[src/rtl/if_id_stage_ctrl.sv]
// ---------------------------------------------------------------------------
// if_id_stage_ctrl
//
// Purpose
//   Fetch-side pipeline control. This block owns the program counter and the
//   IF/ID pipeline register, and it consumes the hazard unit's Stall and
//   IF_ID_Flush outputs:
//     - On a load-use stall, the PC and the IF/ID register hold their values.
//     - When a branch is taken in EX or a jump is decoded in ID, fetch is
//       redirected to the target address.
//     - On a flush, a NOP bubble is written into IF/ID.
//   The block sits between the instruction memory and the ID stage. The
//   memory read is combinational: IMEM_data is a function of IMEM_addr
//   within the same cycle.
//
// Parameters
//   RESET_PC        PC value loaded on reset
//   NOP_INSTR       bubble instruction written on flush/reset (ADDI x0,x0,0)
//   REG_DATA_WIDTH  PC / instruction width
//
// Ports
//   clk              in   rising-edge clock
//   rst              in   asynchronous, active-high reset
//   Stall            in   load-use stall from the hazard unit
//   IF_ID_Flush      in   flush IF/ID (branch or jump taken)
//   EX_PC_Branch     in   branch taken, resolved in EX
//   EX_Branch_target in   branch target address
//   ID_Jump          in   jump decoded in ID
//   ID_Jump_target   in   jump target address
//   IMEM_addr        out  instruction memory address (current PC)
//   IMEM_data        in   instruction word read from IMEM_addr
//   IF_Instruction   out  fetched word, fed back to the hazard unit
//   ID_Instruction   out  IF/ID registered instruction
//   ID_PC            out  IF/ID registered PC
//   ID_PC_plus4      out  IF/ID registered PC+4
//   ID_Valid         out  IF/ID holds a real (non-bubble) instruction
//   Stall_count      out  stall cycles seen (performance counter)
//   Flush_count      out  flush cycles seen (performance counter)
//
// Configuration
//   IF_ID_PERF_CNT_EN  When this macro is defined, two saturating 32-bit
//                      performance counters are built. When it is
//                      undefined, no counter flops exist and Stall_count
//                      and Flush_count are tied to zero.
// ---------------------------------------------------------------------------
module if_id_stage_ctrl #(
    parameter int                        REG_DATA_WIDTH = 32,
    parameter logic [REG_DATA_WIDTH-1:0] RESET_PC       = 32'h0000_0000,
    parameter logic [REG_DATA_WIDTH-1:0] NOP_INSTR      = 32'h0000_0013
) (
    input  logic                      clk,
    input  logic                      rst,
    input  logic                      Stall,
    input  logic                      IF_ID_Flush,
    input  logic                      EX_PC_Branch,
    input  logic [REG_DATA_WIDTH-1:0] EX_Branch_target,
    input  logic                      ID_Jump,
    input  logic [REG_DATA_WIDTH-1:0] ID_Jump_target,
    output logic [REG_DATA_WIDTH-1:0] IMEM_addr,
    input  logic [REG_DATA_WIDTH-1:0] IMEM_data,
    output logic [REG_DATA_WIDTH-1:0] IF_Instruction,
    output logic [REG_DATA_WIDTH-1:0] ID_Instruction,
    output logic [REG_DATA_WIDTH-1:0] ID_PC,
    output logic [REG_DATA_WIDTH-1:0] ID_PC_plus4,
    output logic                      ID_Valid,
    output logic [31:0]               Stall_count,
    output logic [31:0]               Flush_count
);

    // -----------------------------------------------------------------------
    // Program counter and its successor
    // -----------------------------------------------------------------------
    logic [REG_DATA_WIDTH-1:0] pc;
    logic [REG_DATA_WIDTH-1:0] pc_plus4;
    logic [REG_DATA_WIDTH-1:0] pc_next;
    logic [REG_DATA_WIDTH-1:0] branch_target_aligned;
    logic [REG_DATA_WIDTH-1:0] jump_target_aligned;

    // The addition is truncated to the register width, so PC+4 wraps
    // naturally from the top word of the address space back to zero.
    assign pc_plus4 = pc + REG_DATA_WIDTH'(4);

    // Instructions are word aligned, so the two low bits of any redirect
    // target are discarded instead of being trusted from upstream.
    assign branch_target_aligned = {EX_Branch_target[REG_DATA_WIDTH-1:2], 2'b00};
    assign jump_target_aligned   = {ID_Jump_target[REG_DATA_WIDTH-1:2], 2'b00};

    // Next-PC selection. The branch in EX belongs to an older instruction
    // than the jump in ID, so the branch takes priority when both occur.
    // A redirect also takes priority over a stall: the stalled instruction
    // is on the wrong path and is discarded.
    always_comb begin
        pc_next = pc_plus4;
        if (EX_PC_Branch) begin
            pc_next = branch_target_aligned;
        end else if (ID_Jump) begin
            pc_next = jump_target_aligned;
        end else if (Stall) begin
            pc_next = pc;
        end
    end

    // PC register. Reset acts immediately, so fetch restarts at RESET_PC
    // without waiting for a clock edge.
    always_ff @(posedge clk or posedge rst) begin
        if (rst) begin
            pc <= RESET_PC;
        end else begin
            pc <= pc_next;
        end
    end

    // The instruction memory is addressed directly by the PC. The fetched
    // word is also returned to the hazard unit so it can detect load-use
    // hazards against the instruction in ID.
    assign IMEM_addr      = pc;
    assign IF_Instruction = IMEM_data;

    // -----------------------------------------------------------------------
    // IF/ID pipeline register
    // -----------------------------------------------------------------------
    logic [REG_DATA_WIDTH-1:0] id_instruction_q;
    logic [REG_DATA_WIDTH-1:0] id_pc_q;
    logic [REG_DATA_WIDTH-1:0] id_pc_plus4_q;
    logic                      id_valid_q;

    // A flush takes priority over a stall. It replaces only the instruction
    // with a bubble and clears the valid bit. The PC fields keep their old
    // values because nothing downstream uses them for an invalid slot.
    // A stall freezes every field so that ID repeats the same instruction.
    // Otherwise the word fetched this cycle is captured together with its
    // address and return address.
    always_ff @(posedge clk or posedge rst) begin
        if (rst) begin
            id_instruction_q <= NOP_INSTR;
            id_pc_q          <= '0;
            id_pc_plus4_q    <= '0;
            id_valid_q       <= 1'b0;
        end else if (IF_ID_Flush) begin
            id_instruction_q <= NOP_INSTR;
            id_valid_q       <= 1'b0;
        end else if (!Stall) begin
            id_instruction_q <= IMEM_data;
            id_pc_q          <= pc;
            id_pc_plus4_q    <= pc_plus4;
            id_valid_q       <= 1'b1;
        end
    end

    assign ID_Instruction = id_instruction_q;
    assign ID_PC          = id_pc_q;
    assign ID_PC_plus4    = id_pc_plus4_q;
    assign ID_Valid       = id_valid_q;

    // -----------------------------------------------------------------------
    // Performance counters
    // -----------------------------------------------------------------------
`ifdef IF_ID_PERF_CNT_EN
    logic [31:0] stall_count_q;
    logic [31:0] flush_count_q;
    logic        stall_event;
    logic        flush_event;

    // A stall that coincides with a flush never freezes IF/ID, so it is not
    // counted as a stall cycle. A flush is counted once per asserted cycle,
    // even when a branch and a jump redirect in the same cycle.
    assign stall_event = Stall && !IF_ID_Flush;
    assign flush_event = IF_ID_Flush;

    // Both counters saturate at all-ones rather than wrapping, so a long
    // run never reads back as a small count. Only reset clears them.
    always_ff @(posedge clk or posedge rst) begin
        if (rst) begin
            stall_count_q <= '0;
            flush_count_q <= '0;
        end else begin
            if (stall_event && (stall_count_q != 32'hFFFF_FFFF)) begin
                stall_count_q <= stall_count_q + 32'd1;
            end
            if (flush_event && (flush_count_q != 32'hFFFF_FFFF)) begin
                flush_count_q <= flush_count_q + 32'd1;
            end
        end
    end

    assign Stall_count = stall_count_q;
    assign Flush_count = flush_count_q;
`else
    // The counters are not built in this configuration.
    assign Stall_count = '0;
    assign Flush_count = '0;
`endif

endmodule

[config.mk]
export PLATFORM = sky130hd
export DESIGN_NAME = if_id_stage_ctrl
export DESIGN_NICKNAME = d
export VERILOG_FILES = /design/src/rtl/if_id_stage_ctrl.sv
export SDC_FILE = /design/constraint.sdc
export NUM_CORES = 1
export LEC_CHECK = 0
export CELL_PAD_IN_SITES_DETAIL_PLACEMENT = 0
export CELL_PAD_IN_SITES_GLOBAL_PLACEMENT = 1
export CORE_ASPECT_RATIO = 1.75
export CORE_MARGIN = 2
export CORE_UTILIZATION = 30
export CTS_BUF_LIST = sky130_fd_sc_hd__clkbuf_4
export DETAILED_ROUTE_END_ITERATION = 6
export HOLD_SLACK_MARGIN = 0.03
export PLACE_DENSITY_LB_ADDON = 0.25
export SETUP_SLACK_MARGIN = 0.3
export SLEW_MARGIN = 20
export SYNTH_ARGS = -nofsm -noshare
export SYNTH_HDL_FRONTEND = slang
export SYNTH_SLANG_ARGS = --single-unit
[constraint.sdc]
create_clock -name clk -period 4.2 [get_ports clk]
set_clock_uncertainty 0.1 [all_clocks]
set_input_delay 0.42 -clock clk [delete_from_list [all_inputs] [get_ports clk]]
set_output_delay 0.42 -clock clk [all_outputs]
set_load 0.03 [all_outputs]
==> flow_summary_export.csv <==
group,metric,value,unit
outcome,status,"complete, no violations",
clock_tree,cts_resized,0,
die,ios,327,
timing,rsz0062_at_grt,"no",
route,ant_nets,0,
synth,ys_types,53,
clock_tree,clock_latency,0.54,ns
synth,synth_cells,770,
synth,netlist.area_leader.share,44.0,%
timing,hold_viol,0,
critical_path,cp-end-kind,"flip-flop",
grt,met2_usage,36.0,%
grt,grt_antenna_before_repair,2,
critical_path,crit_arrival,3.14,ns
timing,worst_pin_slew,1.04,ns
synth,ys_ff_latch,123,
finish,finish.utilization,41.7,%
placed_design,io_buffer_count,252,
grt,grt_max_degree,90,
synth,synth_area_leader_cell,"dfrtp_1",
power_and_ir_drop,ir_worst_vdd,169,µV
route,drcViolationCount,0,
route,routed_via_density,4.59,
die,core,0.0226,mm²
timing,hold_ws,0.269,ns
critical_path,critPathRequiredTime,4.51,ns
grt,gr-total-overflow,0,
clock_tree,clock-sinks,123,
grt,first_global_vias,5739,
die,die_h,204,µm
power_and_ir_drop,leakage,4.12,nW
clock_tree,clk_pin_slew,0.12,ns
die,fp.dieW,118,µm
timing,max_slew_margin,30.2,%
critical_path,crit_fanout,12,
timing,timing.fmax,0.353,GHz
grt,grt_use_met3,4.75,%
critical_path,critical_path_class,"flip-flop to flip-flop",
power_and_ir_drop,power_density,383,mW/mm²
synth,ys_seq_area_share,45.2,%
grt,grt-busiest-layer,"met2",
clock_tree,ctsHoldBuffers,0,
clock_tree,clock_path_buffers,2,
route,drt-initial-drc-count,260,
synth,async_flop_share,100,%
grt,grt_pass1_wl,34.7,mm
timing,setup_tns,0,ns
timing,finalCritPeriodShare,67.5,%
synth,synthTopCellsByArea,"dfrtp_1, buf_4, nand2_1",
critical_path,startpoint,"IMEM_addr[4]$_DFFE_PP0P_",
clock_tree,cts_tree,"yes",
finish,instances_no_fill,1281,
synth,synthTopCellsByCount,"nand2_1, dfrtp_1, buf_4, nor2_1, o21ai_0",
route,wl_per_cell,17.7,µm
synth,syn_area,0.00682,mm²
clock_tree,cts_htree_levels,4,
grt,use_met1,20.3,%
timing,slew_violations,0,
die,start_util,30.2,%
route,vias,5875,
synth,synth_most_common_cell,"nand2_1",
critical_path,reg2reg_from,"IMEM_addr[4]$_DFFE_PP0P_",
power_and_ir_drop,power,3.60,mW
synth,yosysWarningCount,0,
route,routed_wl,22.7,mm
hold_path,hold_class,"primary input to asynchronous set/reset pin",
placed_design,gp_congestion,0.756,
clock_tree,post_cts_buffers,0,
critical_path,start_kind,"flip-flop",
timing,post-route-min-period,2.83,ns
clock_tree,cts_root_buf,"clkbuf_4",
grt,grt_usage,19.0,%
synth,syn_area_per_cell,8.86,µm²
finish,nNetsFinal,1069,
finish,drive_gt1_share,6.03,%
finish,area_delta_synth_final,37.9,%
route,firstDrtPassIters,6,
synth,synth_edf_count,0,
clock_tree,cts_buffers,17,
timing,setup_viol,0,
die,die_area,0.0240,mm²
placed_design,dp.cells,1247,
placed_design,hpwl,16.5,mm
synth,synth_ff_type,"dfrtp_1",
die,rows,73,
job,cap_violations,0,
## layout by cell type, fill, tap and decap left out, types with 4 or more instances in the layout
cell type / n
clkdlybuf4s50_1: 250
nand2_1: 149
dfrtp_1: 120
conb_1: 70
nor2_1: 58
o21ai_0: 47
mux2i_1: 37
a21oi_1: 35
nand3_1: 21
xnor2_1: 18
clkbuf_4: 18
xor2_1: 14
buf_4: 12
and3_1: 10
inv_1: 8
nor4_1: 7
a22oi_1: 7
nor3_1: 6
nand4_1: 6
a221oi_1: 6
and4_1: 5
clkinv_1: 4
o211ai_1: 4
o21a_1: 4
o221ai_1: 4
bufinv_16: 4
## critical path, cell delays in order (launching register included)
cell	delay [ns]
dfrtp_1	0.53
and3_1	0.38
nand3_1	0.51
nor4_1	0.80
mux2i_1	0.25
o221ai_1	0.13
## area by class of cell
type                    count  area [µm²]
well taps                 300         375
diodes                      2        5.00
clock inverters            14         178
multi-input cells         551        2990
inverters                  10        42.5
flip-flops and latches    123        3080
repair buffers            263        2600
clock buffers              18         135
fillers                  2302       13200
## per-layer routing
metal / vias up / share of wire (%) / wire length (µm)
met3: 25 / 6.2 / 1420
met2: 249 / 55 / 12500
met4: 0 / 1.9 / 428
met5: - / 0 / 0
met1: 2783 / 37 / 8380
li1: 2818 / - / -
## through the flow
step / cell area [µm²] / setup WS [ns]
global placement: 9090 / 1.37
detailed placement: 9090 / 1.34
floorplan: 7080 / 0.414
global route: 9410 / 1.21
finish: 9410 / 1.37
CTS: 9400 / 1.30
## flip-flops by register name, indices dropped and copies added (netlist names)
| name | flops |
|---|---|
| ID_PC_plus4 | 30 |
| IMEM_addr | 30 |
| ID_Valid | 1 |
| ID_Instruction | 32 |
| ID_PC | 30 |
## report_power, final
| group | internal, mW | switching, mW | leakage (nW) |
|---|---|---|---|
| clock network | 0.470 | 0.474 | 0.160 |
| registers | 1.33 | 0.143 | 1.54 |
| logic | 0.472 | 0.720 | 2.42 |
## final timing paths
kind                                              to  slack [ns]  cells after the start
setup / recovery           IMEM_addr[26]$_DFFE_PP0P_        1.37                      5
hold / removal                 ID_PC[31]$_DFFE_PP0P_        0.27                      2
setup reg to reg           IMEM_addr[26]$_DFFE_PP0P_        1.37                      5
hold reg to reg                ID_PC[26]$_DFFE_PP0P_        0.38                      2
max in group asynchronous      ID_PC[12]$_DFFE_PP0P_        2.91                      3
min in group clk           IMEM_addr[10]$_DFFE_PP0P_        0.34                      3
## cells by family (layout without fill, tap and decap cells)
| group | count (synthesis) | after routing | share of synthesized area (%) |
|---|---|---|---|
| compound gates | 125 | 125 | 11.1 |
| fa+ha+maj | 1 | 1 | 0.183 |
| xor+xnor | 32 | 32 | 4.11 |
| simple gates | 286 | 286 | 19.0 |
| buf+inv | 165 | 305 | 14.9 |
| flops | 123 | 123 | 45.2 |
| other cells | 1 | 72 | 0.0550 |
| mux | 37 | 37 | 5.43 |
Power figures use the tool's default switching activity.
